### src/rtl/mole_if.sv
// Bundle between the game controller and mole_scheduler.
// Carries level settings and hit requests in, and the occupancy bitmap and event pulses out.
interface mole_if #(
  parameter int NUM_HOLES = 20,
  parameter int CNT_W     = 32
);
  // There is no back-pressure on this bundle. hit_valid is a one-cycle strobe that is
  // sampled on every enabled edge. Every output pulse is high for exactly one cycle.
  logic                 clear;
  logic                 enable;
  logic [CNT_W-1:0]     gen_interval;
  logic [CNT_W-1:0]     life_span;
  logic                 hit_valid;
  logic [4:0]           hit_idx;
  logic [NUM_HOLES-1:0] moles;
  logic                 spawn_pulse;
  logic                 spawn_drop;
  logic                 hit_ok;
  logic                 hit_miss;
  logic [4:0]           escape_cnt;

  modport master (
    output clear, enable, gen_interval, life_span, hit_valid, hit_idx,
    input  moles, spawn_pulse, spawn_drop, hit_ok, hit_miss, escape_cnt
  );

  modport slave (
    input  clear, enable, gen_interval, life_span, hit_valid, hit_idx,
    output moles, spawn_pulse, spawn_drop, hit_ok, hit_miss, escape_cnt
  );
endinterface

### src/rtl/mole_scheduler.sv
// Owns hole occupancy: spawns moles on an LFSR-picked hole, ages them and retires them on hit or expiry.
// All outputs are registered. Nothing advances while enable is low.
module mole_scheduler #(
  parameter int          NUM_HOLES = 20,
  parameter int          CNT_W     = 32,
  parameter logic [15:0] LFSR_SEED = 16'hACE1
) (
  input logic   clk,
  input logic   rst_n,
  mole_if.slave bus
);
  logic [NUM_HOLES-1:0] moles;
  logic [NUM_HOLES-1:0] moles_nxt;
  logic [CNT_W-1:0]     life     [NUM_HOLES];
  logic [CNT_W-1:0]     life_nxt [NUM_HOLES];
  logic [CNT_W-1:0]     ic;
  logic [CNT_W-1:0]     gi_eff;
  logic [CNT_W-1:0]     ls_eff;
  logic [15:0]          lfsr;
  logic [15:0]          lfsr_adv;
  logic [4:0]           cand;
  logic [4:0]           place_idx;
  logic [4:0]           esc_nxt;
  logic                 fire;
  logic                 found;
  logic                 hit_ok_nxt;

  function automatic logic [4:0] reduce_hole(input logic [4:0] raw);
    logic [5:0] r;
    r = {1'b0, raw};
    for (int i = 0; i < 16; i++) begin
      if (r >= 6'(NUM_HOLES)) r = r - 6'(NUM_HOLES);
    end
    return r[4:0];
  endfunction

  function automatic logic [4:0] wrap_add(input logic [4:0] base, input int offs);
    int s;
    s = int'(base) + offs;
    if (s >= NUM_HOLES) s = s - NUM_HOLES;
    return 5'(s);
  endfunction

  assign gi_eff   = (bus.gen_interval == '0) ? CNT_W'(1) : bus.gen_interval;
  assign ls_eff   = (bus.life_span == '0) ? CNT_W'(1) : bus.life_span;
  // A shrunken interval (ic already past the new limit) fires on the next enabled cycle.
  assign fire     = bus.enable && (ic >= gi_eff - CNT_W'(1));
  assign lfsr_adv = {lfsr[0] ^ lfsr[2] ^ lfsr[3] ^ lfsr[5], lfsr[15:1]};
  assign cand     = reduce_hole(lfsr[4:0]);
  assign bus.moles = moles;

  // The scan reads the registered bitmap, so holes freed this cycle are not candidates yet.
  always_comb begin
    found     = 1'b0;
    place_idx = '0;
    for (int i = 0; i < NUM_HOLES; i++) begin
      if (!found && !moles[wrap_add(cand, i)]) begin
        found     = 1'b1;
        place_idx = wrap_add(cand, i);
      end
    end
  end

  // For each hole, a hit takes priority over expiry. The spawn target is always a free hole,
  // so it never collides with a hit or an expiry.
  always_comb begin
    moles_nxt  = moles;
    esc_nxt    = '0;
    hit_ok_nxt = 1'b0;
    for (int h = 0; h < NUM_HOLES; h++) begin
      life_nxt[h] = life[h];
      if (moles[h]) begin
        if (bus.hit_valid && (bus.hit_idx == 5'(h))) begin
          moles_nxt[h] = 1'b0;
          life_nxt[h]  = '0;
          hit_ok_nxt   = 1'b1;
        end else if (life[h] == CNT_W'(1)) begin
          moles_nxt[h] = 1'b0;
          life_nxt[h]  = '0;
          esc_nxt      = esc_nxt + 5'd1;
        end else begin
          life_nxt[h] = life[h] - CNT_W'(1);
        end
      end
    end
    if (fire && found) begin
      moles_nxt[place_idx] = 1'b1;
      life_nxt[place_idx]  = ls_eff;
    end
  end

  always_ff @(posedge clk or negedge rst_n) begin
    if (!rst_n) begin
      moles           <= '0;
      ic              <= '0;
      lfsr            <= LFSR_SEED;
      bus.spawn_pulse <= 1'b0;
      bus.spawn_drop  <= 1'b0;
      bus.hit_ok      <= 1'b0;
      bus.hit_miss    <= 1'b0;
      bus.escape_cnt  <= '0;
      for (int h = 0; h < NUM_HOLES; h++) life[h] <= '0;
    end else if (bus.clear) begin
      moles           <= '0;
      ic              <= '0;
      lfsr            <= LFSR_SEED;
      bus.spawn_pulse <= 1'b0;
      bus.spawn_drop  <= 1'b0;
      bus.hit_ok      <= 1'b0;
      bus.hit_miss    <= 1'b0;
      bus.escape_cnt  <= '0;
      for (int h = 0; h < NUM_HOLES; h++) life[h] <= '0;
    end else begin
      bus.spawn_pulse <= 1'b0;
      bus.spawn_drop  <= 1'b0;
      bus.hit_ok      <= 1'b0;
      bus.hit_miss    <= 1'b0;
      bus.escape_cnt  <= '0;
      if (bus.enable) begin
        ic              <= fire ? '0 : ic + CNT_W'(1);
        if (fire) lfsr  <= lfsr_adv;
        moles           <= moles_nxt;
        for (int h = 0; h < NUM_HOLES; h++) life[h] <= life_nxt[h];
        bus.spawn_pulse <= fire && found;
        bus.spawn_drop  <= fire && !found;
        bus.hit_ok      <= hit_ok_nxt;
        bus.hit_miss    <= bus.hit_valid && !hit_ok_nxt;
        bus.escape_cnt  <= esc_nxt;
      end
    end
  end
endmodule
### src/flat_wrapper.sv
// flat-port wrapper written by rule: the top's interface ports become plain ports
module mole_scheduler_flat 
#(
  parameter int          NUM_HOLES = 20,
  parameter int          CNT_W     = 32,
  parameter logic [15:0] LFSR_SEED = 16'hACE1
)
  (clk, rst_n, bus_clear, bus_enable, bus_gen_interval, bus_life_span, bus_hit_valid, bus_hit_idx, bus_moles, bus_spawn_pulse, bus_spawn_drop, bus_hit_ok, bus_hit_miss, bus_escape_cnt);
  mole_if #(.NUM_HOLES(NUM_HOLES), .CNT_W(CNT_W)) bus_i ();
  input logic clk;
  input logic rst_n;
  input wire logic [$bits(bus_i.clear)-1:0] bus_clear;
  input wire logic [$bits(bus_i.enable)-1:0] bus_enable;
  input wire logic [$bits(bus_i.gen_interval)-1:0] bus_gen_interval;
  input wire logic [$bits(bus_i.life_span)-1:0] bus_life_span;
  input wire logic [$bits(bus_i.hit_valid)-1:0] bus_hit_valid;
  input wire logic [$bits(bus_i.hit_idx)-1:0] bus_hit_idx;
  output wire logic [$bits(bus_i.moles)-1:0] bus_moles;
  output wire logic [$bits(bus_i.spawn_pulse)-1:0] bus_spawn_pulse;
  output wire logic [$bits(bus_i.spawn_drop)-1:0] bus_spawn_drop;
  output wire logic [$bits(bus_i.hit_ok)-1:0] bus_hit_ok;
  output wire logic [$bits(bus_i.hit_miss)-1:0] bus_hit_miss;
  output wire logic [$bits(bus_i.escape_cnt)-1:0] bus_escape_cnt;
  assign bus_i.clear = bus_clear;
  assign bus_i.enable = bus_enable;
  assign bus_i.gen_interval = bus_gen_interval;
  assign bus_i.life_span = bus_life_span;
  assign bus_i.hit_valid = bus_hit_valid;
  assign bus_i.hit_idx = bus_hit_idx;
  assign bus_moles = bus_i.moles;
  assign bus_spawn_pulse = bus_i.spawn_pulse;
  assign bus_spawn_drop = bus_i.spawn_drop;
  assign bus_hit_ok = bus_i.hit_ok;
  assign bus_hit_miss = bus_i.hit_miss;
  assign bus_escape_cnt = bus_i.escape_cnt;
  mole_scheduler #(.NUM_HOLES(NUM_HOLES), .CNT_W(CNT_W), .LFSR_SEED(LFSR_SEED)) u_core (.clk(clk), .rst_n(rst_n), .bus(bus_i));
endmodule
### config.mk
export PLATFORM = sky130hd
export DESIGN_NAME = mole_scheduler_flat
export DESIGN_NICKNAME = d
export VERILOG_FILES = /design/src/rtl/mole_if.sv /design/src/rtl/mole_scheduler.sv /design/src/flat_wrapper.sv
export SDC_FILE = /design/constraint.sdc
export NUM_CORES = 2
export LEC_CHECK = 0
export CAP_MARGIN = 30
export CORE_MARGIN = 2
export CORE_UTILIZATION = 45
export CTS_CLUSTER_SIZE = 14
export DETAILED_ROUTE_END_ITERATION = 12
export SYNTH_ARGS = -nofsm -noshare
export SYNTH_HDL_FRONTEND = slang
export SYNTH_SLANG_ARGS = --single-unit
### constraint.sdc
create_clock -name clk -period 22.9 [get_ports clk]
set_input_delay 6.87 -clock clk [delete_from_list [all_inputs] [get_ports clk]]
set_output_delay 6.87 -clock clk [all_outputs]
set_load 0.05 [all_outputs]
Yosys cells after proc, flatten, opt, wreduce, memory -nomap -nowiden

Cells that the tools add are included.

Equal/unequal tests: 39
Reductions and logical operators: 90
$lt $le $gt $ge: 61
Muxes and demuxes: 365
Add/sub/neg operators: 96
Bitwise logic cells: 5
Multipliers: 0
Shifts and indexed selects: 0
Div/mod/pow operators: 0

Operators with widths:

| kind                                                       | number |
|---|---|
| 2-to-1 mux 32 bit                                          | 66 |
| 2-to-1 mux 640 bit                                         | 3 |
| subtractor 32 x 1 -> 32 bit, second input constant         | 21 |
| bitwise mux 640 bit                                        | 1 |
| == test 32 x 1 -> 1 bit, second input constant             | 20 |
| 2-to-1 mux 5 bit                                           | 102 |
| >= comparator 6 x 5 -> 1 bit, second input constant        | 34 |
| demux 32 bit (select 5 bit)                                | 1 |
| 2-to-1 mux 1 bit                                           | 150 |
| less-than comparator 5 x 6 -> 1 bit, second input constant | 21 |
| subtractor 5 bit, second input constant                    | 21 |
| binary-select mux 1 bit (select 5 bit)                     | 20 |
| adder 5 x 1 -> 5 bit, second input constant                | 19 |
| 2-to-1 mux 6 bit                                           | 15 |
| subtractor 6 x 5 -> 6 bit, second input constant           | 14 |
| zero test 32 bit                                           | 2 |
| 2-to-1 mux 20 bit                                          | 3 |
| adder 5 x 4 -> 6 bit, second input constant                | 8 |
| 2-to-1 mux 16 bit                                          | 3 |
| logical AND 1 bit                                          | 45 |
| == test 5 x 4 -> 1 bit, second input constant              | 8 |
| zero test 1 bit                                            | 39 |
| adder 32 x 1 -> 32 bit, second input constant              | 1 |
| >= comparator 32 bit                                       | 1 |
| other kinds (20)                                           | 38 |

Bits in latches: 0
ROM bits: 0
Bits in registers: 717
Memories: 0
RAM bits: 0
Output and inout bits: 29

Depth between registers and ports, before layout

Depth after elaboration: 103
Mapped depth: 66

Least setup slack after synthesis

OpenSTA, ideal clock, no wires.

Path type: input port to flip-flop
From: input port bus_hit_valid
To: register u_core.bus.escape_cnt[4]
Arrival: 18.722 ns
Setup slack: 4.050 ns
Stages on the path: 62
Library setup time: 0.129 ns
Cell sequence: buf_2 or4b_1 o21ai_0 nor4_1 ha_1 mux2i_1 inv_1 ha_1 mux2i_1 inv_1 ha_1 nor2_1 a21oi_1 ha_1 inv_1 nor4_1 or2_2 ha_1 (+26 left out) nor2_1 a21oi_1 ha_1 nand2_1 nand2_1 ha_1 nor2_1 a21oi_1 ha_1 a22o_1 ha_1 mux2_2 ha_1 nand2_1 or3b_1 a31oi_1 xnor2_1 nor2_1

Longest elaborated chain between the ends: 81
Elaborated cells on any way between the ends: 100

Ends and longest elaborated chain:

| what                 | RTL line              | source |
|---|---|---|
| from (decl)          | flat_wrapper.sv:16    | `input wire logic [$bits(bus_i.hit_valid)-1:0] bus_hit_valid;` |
| logical AND 1 bit    | mole_scheduler.sv:73  | `if (bus.hit_valid && (bus.hit_idx == 5'(h))) begin` |
| 2-to-1 mux 5 bit     | mole_scheduler.sv:73  |  |
| 2-to-1 mux 5 bit     | mole_scheduler.sv:72  | `if (moles[h]) begin` |
| adder 5 x 1 -> 5 bit | mole_scheduler.sv:80  | `esc_nxt = esc_nxt + 5'd1;` |
| 2-to-1 mux 5 bit     | mole_scheduler.sv:77  | `end else if (life[h] == CNT_W'(1)) begin` |
| 2-to-1 mux 5 bit     | mole_scheduler.sv:73  |  |
| 2-to-1 mux 5 bit     | mole_scheduler.sv:72  |  |
| adder 5 x 1 -> 5 bit | mole_scheduler.sv:80  |  |
| (+65 left out)       | n/a                   |  |
| 2-to-1 mux 5 bit     | mole_scheduler.sv:73  |  |
| 2-to-1 mux 5 bit     | mole_scheduler.sv:72  |  |
| adder 5 x 1 -> 5 bit | mole_scheduler.sv:80  |  |
| 2-to-1 mux 5 bit     | mole_scheduler.sv:77  |  |
| 2-to-1 mux 5 bit     | mole_scheduler.sv:73  |  |
| 2-to-1 mux 5 bit (*) | mole_scheduler.sv:72  |  |
| 2-to-1 mux 5 bit (*) | mole_scheduler.sv:119 | `if (bus.enable) begin` |
| 2-to-1 mux 5 bit (*) | mole_scheduler.sv:103 | `end else if (bus.clear) begin` |
| to (signal assigned) | mole_scheduler.sv:128 | `bus.escape_cnt <= esc_nxt;` |
| to (decl)            | mole_if.sv:29         | `output moles, spawn_pulse, spawn_drop, hit_ok, hit_miss, escape_cnt` |

Mark *: on every way between the ends. The rest lies on a longest branch, timed or not.
A chain may end at the register's enable or synchronous reset.

Worst setup path after layout

From: input port bus_hit_idx[3]
To: register u_core.bus.escape_cnt[4]

Longest elaborated chain between the ends: 82
Elaborated cells on any way between the ends: 120

Ends and longest elaborated chain:

| what                 | RTL line              | source |
|---|---|---|
| from (decl)          | flat_wrapper.sv:17    | `input wire logic [$bits(bus_i.hit_idx)-1:0] bus_hit_idx;` |
| zero test 5 bit      | mole_scheduler.sv:73  |  |
| logical AND 1 bit    | mole_scheduler.sv:73  |  |
| 2-to-1 mux 5 bit     | mole_scheduler.sv:73  |  |
| 2-to-1 mux 5 bit     | mole_scheduler.sv:72  |  |
| adder 5 x 1 -> 5 bit | mole_scheduler.sv:80  |  |
| 2-to-1 mux 5 bit     | mole_scheduler.sv:77  |  |
| 2-to-1 mux 5 bit     | mole_scheduler.sv:73  |  |
| 2-to-1 mux 5 bit     | mole_scheduler.sv:72  |  |
| (+66 left out)       | n/a                   |  |
| 2-to-1 mux 5 bit     | mole_scheduler.sv:73  |  |
| 2-to-1 mux 5 bit     | mole_scheduler.sv:72  |  |
| adder 5 x 1 -> 5 bit | mole_scheduler.sv:80  |  |
| 2-to-1 mux 5 bit     | mole_scheduler.sv:77  |  |
| 2-to-1 mux 5 bit     | mole_scheduler.sv:73  |  |
| 2-to-1 mux 5 bit (*) | mole_scheduler.sv:72  |  |
| 2-to-1 mux 5 bit (*) | mole_scheduler.sv:119 |  |
| 2-to-1 mux 5 bit (*) | mole_scheduler.sv:103 |  |

Marks and branches as above.

==> key figures <==
Outcome
  • Status: finished clean

Detailed routing
  • Via count: 66080
  • DRT Wirelength: 253 mm
  • Via density per instance: 6.75
  • WL/cell: 25.9 µm
  • DRT Pass-1 Iters: 6
  • Initial drt markers: 8701
  • DRC viols: 0
  • Final ANT Viol Nets: 0

STA
  • RSZ-0062 raised after global routing: no
  • TNS Setup: 0 ns
  • Min cycle time layout: 20.37 ns
  • Worst-Margin Slew: 1.08 ns
  • Fmax: 49.1 MHz
  • Final slew viol count: 0
  • Fin. Hold Viols: 0
  • Slew HR: 0.275
  • Period utilisation layout: 0.890
  • Final Setup Violations: 0
  • Skew final: 0.0603 ns

GRT
  • Vias in the first global route: 60542
  • Met3 usage: 0.0803
  • All-Layer GR Usage: 0.357
  • M1 GR Usage: 0.493
  • Initial antenna violation count: 19
  • First-pass GRT wire length: 382 mm
  • Largest net degree at the start of global routing: 162
  • GR Util met2: 0.532
  • Busiest grt layer: met2
  • Remaining Overflow, GRT: 0

Finish
  • Seq. cell area: 0.0180 mm²
  • Area grow syn2layout: 9.11%
  • Fin util: 0.496
  • Multi-input logic area: 0.0397 mm²
  • Final #Nets: 8151
  • Most common cell after layout, fill and taps aside: nand2_1
  • Commonest cells after routing, fill and taps aside: nand2_1, o21ai_0, dfrtp_1, nor2_1, a21oi_1
  • # fillers: 13207
  • Share of layout cells above drive strength 1: 0.0676

Min path
  • HP Class: flop to flop
  • Worst hold path cell count: 1
  • Min-Delay Endpoint: u_core.life[554]$_DFFE_PN0P_
  • Worst hold start: u_core.life[554]$_DFFE_PN0P_

Setup path
  • CP dominant cell by count: ha_1
  • Worst Path Max Fanout: 16
  • Crit path depth: 62
  • Signal arrival time at the worst endpoint: 20.91 ns
  • WS Path Type: input port to flop
  • Crit path max-delay cell type: clkdlybuf4s50_1
  • R2R setup slack: 8.22 ns
  • Critical path buffers and inverters: 6
  • CP endpoint kind: flop
  • Worst r2r path cells: 65
  • Worst r2r src: u_core.life[602]$_DFFE_PN0P_
  • CP max stage delay: 0.95 ns
  • Setup crit start kind: input port
  • CP Data Required Time: 23.44 ns
  • CP top delay family: adder cells
  • R2R Path End: u_core.bus.escape_cnt[4]$_DFF_PN0_

Synth
  • Synth Instances: 8199
  • Largest family of logic cells by synthesized area: simple AND/OR/NAND/NOR gates
  • Syn Nets: 8407
  • Synth Flop Type: dfrtp_1
  • Post-synthesis sequential area ratio: 0.295
  • Netlist cell types: 128
  • Syn avg cell area: 7.42 µm²
  • Post-Syn Area: 0.0609 mm²
  • Simple-gate portion of the synthesized area: 0.276
  • Register bit count reported by yosys: 717
  • Synth Area in XOR/XNOR: 0.0239
  • Yosys warns: 0
  • Mux cell area share after synthesis: 0.0498
  • Compound-Gate Fraction of Synth Area: 0.272
  • EDFF count, synth: 0
  • Fraction of registers with async set/reset: 1.00
  • Adder-Cell Fraction of Synth Area: 0.0278

Power
  • Total design power: 3.43 mW
  • Leakage: 27.7 nW
  • Maximum vdd drop: 0.0590 mV
  • Pwr dens: 51.6 mW/mm²

Placed design
  • Global placer's final weighted congestion: 0.996
  • Hpwl dp: 160 mm
  • # port buffers: 102

Clock tree
  • Post_cts resized: 0
  • Hold Buf Count CTS: 0
  • Num CTS Buffers: 91
  • Bufs on Longest Clock Path: 3
  • Post-CTS Setup Bufs: 0
  • Worst-path clk slew: 0.06 ns
  • Num Clock Sinks: 717
  • Skew-Pair Late Insertion Delay: 0.72 ns
  • CTS tree: done
  • Root Buffer: clkbuf_16
  • H-tree depth reported by CTS: 3

Floorplanning
  • Die height: 372 µm
  • Horiz. Die Dim: 372 µm
  • I/O pins: 103
  • Core box area: 0.134 mm²
  • Die Area: 0.138 mm²
  • Initial Util: 0.455
  • Row cnt: 134

Job
  • Max Cap Violations: 0
[cells by family (layout without fill, tap and decap cells)]
kind of cell,after synthesis,after routing
DFF,717,717
AOI/OAI and AO/OA,2542,2542
adders and majority gates,135,135
buffers and inverters,853,672
xor gates and xnor gates,139,139
other,0,4
muxes,281,281
and+or+nand+nor,3532,3532
[cell usage after synthesis, drive strengths merged, types with 38 or more instances]
master     n  area, µm²
o211ai   135       1010
a211oi    48        365
a22o      60        526
and2      53        334
clkbuf   479       1800
nand2   1298       4880
xnor2     78        717
o31ai    161       1220
ha       133       1660
nand2b    63        394
dfrtp    709      17700
o21ai    874       4380
nor4     217       1420
and3      66        417
nand4     77        482
or4       49        379
a21oi    408       2060
buf      144        714
o22ai     53        332
o41ai     57        499
xor2      49        455
a21o      67        503
o221ai    80        701
o311a     49        490
nand3    374       1930
nor2     660       2480
or2       42        263
inv      228        856
or3      130        813
a31oi    187       1180
nor3     360       1860
mux2i    240       2400
nor2b     38        238
[stage by stage]
stage / instance area (µm²) / setup WS [ns] / hold slack (ns) / instances
finish: 66400 / 2.53 / 0.479 / 9790
global route: 66400 / 1.80 / 0.495 / 9786
CTS: 66300 / 2.81 / 0.483 / 9784
detailed placement: 63100 / 2.12 / 0.471 / 9616
global placement: 62900 / 2.29 / 0.455 / 9603
floorplan: 60900 / 4.05 / 0.443 / 8199
[metal layers]
| layer | wire (µm) | share of wire |
|---|---|---|
| met2 | 108000 | 0.43 |
| met3 | 27100 | 0.11 |
| met4 | 12500 | 0.049 |
| met5 | 92 | 0.00036 |
| met1 | 105000 | 0.42 |
[worst max path at each step]
stage / slack (ns) / to / startpoint
4_1_cts: 2.81 / u_core.bus.escape_cnt[4]$_DFF_PN0_ / bus_hit_idx[3]
3_3_place_gp: 2.29 / u_core.bus.escape_cnt[4]$_DFF_PN0_ / bus_hit_idx[2]
5_1_grt: 1.80 / u_core.bus.escape_cnt[4]$_DFF_PN0_ / bus_hit_idx[3]
2_1_floorplan: 4.05 / u_core.bus.escape_cnt[4]$_DFF_PN0_ / bus_hit_valid
3_5_place_dp: 2.12 / u_core.bus.escape_cnt[4]$_DFF_PN0_ / bus_hit_idx[3]
6_report: 2.53 / u_core.bus.escape_cnt[4]$_DFF_PN0_ / bus_hit_idx[3]
[state kept, by name, summed over array words and instances (netlist names)]
name and flops:
u_core.bus.spawn_pulse 1, u_core.bus.escape_cnt 5, u_core.ic 32, u_core.bus.spawn_drop 1, u_core.bus.hit_miss 1, u_core.bus.hit_ok 1
u_core.bus.moles 20, u_core.lfsr 16, u_core.life 640
[worst reg2reg max path, delay by kind of cell (launching register included)]
family / cells / cell delay [ns]
compound gates: 9 / 1.19
mux: 7 / 1.92
simple gates: 23 / 4.81
flops: 1 / 0.42
fa+ha+maj: 19 / 5.50
buf+inv: 6 / 0.51
xor+xnor: 1 / 0.14
[cell type report]
type                            instances  area share
Tap cell                             1768      0.0333
Clock buffer                          132      0.0412
Inverter                              229      0.0130
Multi-Input combinational cell       6629       0.597
Antenna cell                            4    0.000151
Timing Repair Buffer                  275      0.0371
Sequential cell                       717       0.270
Clock inverter                         36     0.00748
[power breakdown]
group          switching (mW)  internal [mW]  total (mW)
registers              0.0299           1.29        1.32
clock network           0.636          0.933        1.57
logic                   0.389          0.152       0.541
total                    1.05           2.37        3.43
(Power assumes the default switching activity.)
